`src/rtl/fifo_wr_arbiter.sv`:
```
// fifo_wr_arbiter
//   Round-robin arbiter that lets NUM_REQ valid/ready/last byte streams share
//   the single write port of an 8-bit synchronous FIFO. One grant covers one
//   burst. A burst ends on an accepted last byte, after MAX_BURST accepted
//   bytes, or after HOLD_TIMEOUT consecutive cycles with the grantee's valid low.
//
// Ports
//   clk, reset        clock, asynchronous active-high reset
//   req_valid[N]      per-requester byte valid
//   req_data[N*8]     per-requester byte, requester i on [8i+7:8i]
//   req_last[N]       final byte of a burst (looked at only on an accepted beat)
//   req_ready[N]      per-requester ready, at most one bit high
//   fifo_full         FIFO full flag
//   fifo_wr_en        FIFO write strobe (never high while fifo_full)
//   fifo_data_in      byte to the FIFO, zero when fifo_wr_en is low
//   grant_id          current or most recent grantee
//   busy              high while a grant is active
//   beat_count        total accepted bytes, saturating at 16'hFFFF
module fifo_wr_arbiter #(
    parameter int NUM_REQ      = 4,
    parameter int IDW          = 2,
    parameter int MAX_BURST    = 16,
    parameter int HOLD_TIMEOUT = 8
) (
    input  logic                 clk,
    input  logic                 reset,
    input  logic [NUM_REQ-1:0]   req_valid,
    input  logic [NUM_REQ*8-1:0] req_data,
    input  logic [NUM_REQ-1:0]   req_last,
    output logic [NUM_REQ-1:0]   req_ready,
    input  logic                 fifo_full,
    output logic                 fifo_wr_en,
    output logic [7:0]           fifo_data_in,
    output logic [IDW-1:0]       grant_id,
    output logic                 busy,
    output logic [15:0]          beat_count
);

    localparam int IW = (NUM_REQ > 1) ? $clog2(NUM_REQ) : 1;

    typedef enum logic {IDLE, XFER} state_t;

    state_t                   state;
    logic [IDW-1:0]           last_grant;
    logic [7:0]               burst_cnt;
    logic [7:0]               hold_cnt;

    logic [NUM_REQ-1:0]       sel;
    logic [NUM_REQ-1:0]       lane_beat;
    logic [NUM_REQ-1:0][7:0]  lane_data;
    logic                     cur_valid;
    logic                     cur_last;
    logic                     release_grant;

    logic                     arb_found;
    logic [IDW-1:0]           arb_idx;
    logic [IW-1:0]            idx;

    // Per-lane ready / beat / gated data. A lane is selected only in XFER,
    // so everything here is forced low in IDLE.
    for (genvar g = 0; g < NUM_REQ; g++) begin : g_lane
        assign sel[g]       = (state == XFER) && (grant_id == IDW'(g));
        assign req_ready[g] = sel[g] & ~fifo_full;
        assign lane_beat[g] = req_ready[g] & req_valid[g];
        assign lane_data[g] = lane_beat[g] ? req_data[8*g +: 8] : 8'h00;
    end

    assign fifo_wr_en = |lane_beat;
    assign cur_valid  = |(req_valid & sel);
    assign cur_last   = |(req_last & sel);
    assign busy       = (state == XFER);

    // Lanes are gated to zero unless beating, so an OR collapses them.
    always_comb begin
        fifo_data_in = 8'h00;
        for (int i = 0; i < NUM_REQ; i++)
            fifo_data_in = fifo_data_in | lane_data[i];
    end

    // Round-robin pick: first valid index scanning upward from last_grant+1.
    // The previous grantee is checked last, which gives it lowest priority.
    always_comb begin
        arb_found = 1'b0;
        arb_idx   = '0;
        idx       = '0;
        for (int k = 1; k <= NUM_REQ; k++) begin
            idx = IW'((int'(last_grant) + k) % NUM_REQ);
            if (!arb_found && req_valid[idx]) begin
                arb_found = 1'b1;
                arb_idx   = IDW'(idx);
            end
        end
    end

    // A stalled-by-full beat (valid high, no write) never counts toward the
    // hold timeout, so a full FIFO alone cannot release the grant.
    assign release_grant = (state == XFER) &&
        ((fifo_wr_en && (cur_last || burst_cnt == 8'(MAX_BURST - 1))) ||
         (!fifo_wr_en && !cur_valid && hold_cnt == 8'(HOLD_TIMEOUT - 1)));

    always_ff @(posedge clk or posedge reset) begin
        if (reset) begin
            state      <= IDLE;
            last_grant <= IDW'(NUM_REQ - 1);
            grant_id   <= '0;
            burst_cnt  <= 8'h00;
            hold_cnt   <= 8'h00;
            beat_count <= 16'h0000;
        end else begin
            if (fifo_wr_en && beat_count != 16'hFFFF)
                beat_count <= beat_count + 16'd1;
            case (state)
                IDLE: begin
                    if (arb_found) begin
                        grant_id  <= arb_idx;
                        burst_cnt <= 8'h00;
                        hold_cnt  <= 8'h00;
                        state     <= XFER;
                    end
                end
                XFER: begin
                    if (fifo_wr_en) begin
                        burst_cnt <= burst_cnt + 8'd1;
                        hold_cnt  <= 8'h00;
                    end else if (!cur_valid) begin
                        hold_cnt  <= hold_cnt + 8'd1;
                    end
                    if (release_grant) begin
                        state      <= IDLE;
                        last_grant <= grant_id;
                    end
                end
                default: state <= IDLE;
            endcase
        end
    end

endmodule
```
`config.mk`:
```
export PLATFORM = sky130hd
export DESIGN_NAME = fifo_wr_arbiter
export DESIGN_NICKNAME = d
export VERILOG_FILES = /design/src/rtl/fifo_wr_arbiter.sv
export SDC_FILE = /design/constraint.sdc
export NUM_CORES = 1
export LEC_CHECK = 0
export BUFFER_PORTS_ARGS = -buffer_cell sky130_fd_sc_hd__buf_2
export CORE_MARGIN = 2
export CORE_UTILIZATION = 40
export CTS_BUF_LIST = sky130_fd_sc_hd__clkbuf_4 sky130_fd_sc_hd__clkbuf_8
export DETAILED_ROUTE_END_ITERATION = 16
export HOLD_SLACK_MARGIN = 0.03
export PLACE_DENSITY = 0.66
export SLEW_MARGIN = 15
export SYNTH_ARGS = -nofsm -noshare
export SYNTH_HDL_FRONTEND = slang
export SYNTH_SLANG_ARGS = --single-unit
```
`constraint.sdc`:
```
create_clock -name clk -period 2.6 [get_ports clk]
set_input_delay 0.13 -clock clk [delete_from_list [all_inputs] [get_ports clk]]
set_output_delay 0.13 -clock clk [all_outputs]
set_load 0.05 [all_outputs]
```
==> summary.txt <==
Status
  • Status: finished clean

Worst setup path
  • Crit-path max cell delay: 0.56 ns
  • Setup crit start kind: flip-flop
  • CP required: about 2.5 ns
  • CP Buf/Inv Count: 2
  • Crit-path leading delay family: buffers and inverters
  • Worst Path Arrival: between 2 and 2.5 ns
  • CP max-delay cell: dfrtp_1
  • CP Class: reg -> out
  • Crit-path cells: mux2_2 > a32oi_2 > clkinv_1 > buf_2
  • CP max FO: 9
  • CP Capture Type: output pin

Power
  • Pleak: 1.39 nW
  • Total power: 0.00257 W
  • Register share of total power: between 30 and 40%
  • Sw Share: 48.6%
  • Clock Power Share: around 16%
  • Cell Pwr Density: ~900 nW/um^2
  • Maximum VDD drop: 0.447 mV
  • Comb power frac: a little over 50%
  • P_sw: 0.00125 W
  • Internal: 0.00132 W

Floorplan
  • Die ar.: ~6400 um^2
  • Starting Density: between 40% and 50%
  • Die span in x: 79.7 um
  • # IOs: 75
  • Cell Rows: 27
  • Die Span Y: about 80 um
  • Floorplan core area: around 5500 um^2

Routing
  • WL met2: between 2000 and 3000 um
  • Post-route ant nets: 0
  • Iter 0 DRT Violations: 80
  • Drt via density: between 5 and 6
  • Met3 WL: around 230 um
  • Post-Route M1 WL: between 2000 and 3000 um
  • Via count: about 2.2k
  • WL final: approximately 5500 um
  • DRC Markers: 0
  • WL/cell: approximately 14 um
  • Top sig layer: met4
  • Drt pass-1 iters: 6

Synth
  • Post-synthesis async set-or-reset flop share: 100%
  • Post-Syn Instances: between 200 and 300
  • Syn_nets: between 200 and 300
  • YS warnings: 0
  • Sequential area share after synthesis: 40.5%
  • Cell variety after synth: between 40 and 50
  • Post-synth EDFFs: 0
  • Top_reg_cell synth: dfrtp_1
  • Mapped Area: between 2000 and 2500 um^2
  • Syn_area_per_cell: a little over 9 um^2
  • Post-synthesis register bit count: 37

Clocking
  • Clk pin slew, worst setup/hold paths: about 0.07 ns
  • Clk root buf: clkbuf_8
  • Worst-skew pair later-pin latency: around 0.30 ns
  • CTS tree: yes
  • Clock sink total: 37
  • H-tree depth: 2
  • CTS max path bufs: 2
  • CTS buffer count: 5
  • Post_cts resized: 0
  • Post-CTS setup repair buffer count: 0
  • CTS Hold Bufs: 0

STA
  • Minimum clock period: roughly 2.4 ns
  • Fmax: 419 MHz
  • Slew @ Worst Pin: approximately 0.87 ns
  • Final slew viol count: 0
  • Slew HR: 42.0%
  • Setup Skew: between 0.006 and 0.007 ns
  • RSZ-0062 raised after global routing: false
  • Final Cycle Share: roughly nine tenths
  • Final hold violations: 0
  • Hold WS: between 0.0006 and 0.0007 ns
  • Setup violations, final: 0

Flow run
  • Max-capacitance violation count: 0

Placed design
  • Placer Congestion: 0.769
  • IO Port Bufs: 74
  • DP HPWL: 4110 um
  • DP Cell Count: 391

Cells and area
  • # diodes: 0
  • Non-Filler Instances: about 400
  • P&R area growth vs syn: 24.2%
  • Share of cells above drive strength 1: 32.7%
  • # nets final: around 370

GRT
  • Number of global-route vias before repair: ~1.9k
  • Global-route wire length before repair: slightly below 9000 um
  • Initial antenna violation count: 0
  • GRT Overall Usage: 17.8%
  • Largest net degree at the start of global routing: 24
  • Total congestion overflow: 0

Hold path
  • Worst hold path type: in -> async
kinds of logic (layout without fill, tap and decap cells):
group	count (synthesis)	in the layout	share of synthesized area [%]
compound gates	58	58	18.5
xor+xnor	16	16	6.11
fa+ha+maj	3	3	1.64
buf+inv	20	96	4.15
flops	37	37	40.5
mux	10	10	5.24
simple gates	107	107	23.9
area by class of cell:
| cell class | count | area [um^2] |
|---|---|---|
| Inverter | 8 | 30.0 |
| Sequential cell | 37 | 928 |
| Fill cell | 523 | 2660 |
| Clock inverter | 2 | 10.0 |
| Multi-Input combinational cell | 194 | 1300 |
| Tap cell | 72 | 90.1 |
| Timing Repair Buffer | 80 | 415 |
| Clock buffer | 6 | 76.3 |
per-layer routing:
layer	up-vias	global-route usage [%]
met1	1042	23.4
met5	-	0
met3	4	4.75
li1	1061	-
met4	0	4.66
met2	47	28.9
synthesized netlist by cell type, types with 4 or more instances:
master	n	area, um^2
nor2_1	22	82.6
nand2b_1	4	25.0
xnor2_1	10	87.6
nand3_1	9	45.0
a21oi_1	6	30.0
buf_2	4	20.0
a22oi_1	17	128
clkbuf_1	4	15.0
nor3_1	5	25.0
nand2_1	29	109
mux2_2	6	67.6
nor2b_1	4	25.0
nand4_1	8	50.1
and2_1	5	31.3
xor2_1	6	52.6
a31oi_1	6	37.5
dfrtp_1	35	876
inv_1	7	26.3
and3_1	6	37.5
o21ai_0	17	85.1
power by group through the flow:
stage               sequential, W  combinational, W  clock (W)
global placement         0.000860           0.00130          0
CTS                      0.000856           0.00132   0.000412
floorplan                 0.00102          0.000861          0
finish                   0.000855           0.00131   0.000403
detailed placement       0.000866           0.00131          0
global route             0.000880           0.00141   0.000446
state kept, by name, summed over array words and instances (netlist names):
name and cells:
beat_count 16, burst_cnt 8, hold_cnt 8, grant_id 2, last_grant 2, busy 1
final timing paths:
| kind | slack [ns] | startpoint | depth (start not counted) | end |
|---|---|---|---|---|
| max reg2reg | 0.40 | grant_id[0] | 5 | last_grant[1] |
| max | 0.21 | grant_id[0] | 4 | fifo_wr_en |
| min | 0.0006 | reset | 2 | beat_count[4] |
| max in group asynchronous | 1.95 | reset | 3 | hold_cnt[2] |
| min reg2reg | 0.49 | burst_cnt[7] | 1 | burst_cnt[7] |
| min in group clk | 0.19 | req_valid[3] | 3 | grant_id[1] |
per-stage QoR:
step | utilization (%) | setup WS (ns) | TNS (ns) | instance area, um^2
after floorplan | - | -0.0122 | -0.0122 | 2320
after global placement | 50.1 | 0.537 | 0 | 2760
after detailed placement | 50.1 | 0.442 | 0 | 2760
after CTS | 51.7 | 0.220 | 0 | 2850
after global routing | 51.7 | 0.0480 | 0 | 2850
final | 51.7 | 0.212 | 0 | 2850
placed cells by master, fill, tap and decap left out, types with 7 or more instances in the layout:
cell	n
buf_2	74
inv_1	7
dfrtp_1	35
a22oi_1	17
xnor2_1	10
nor2_1	20
nand2_1	29
o21ai_0	17
nand4_1	8
nand3_1	9
No activity file was read; power rests on OpenSTA's default activity.
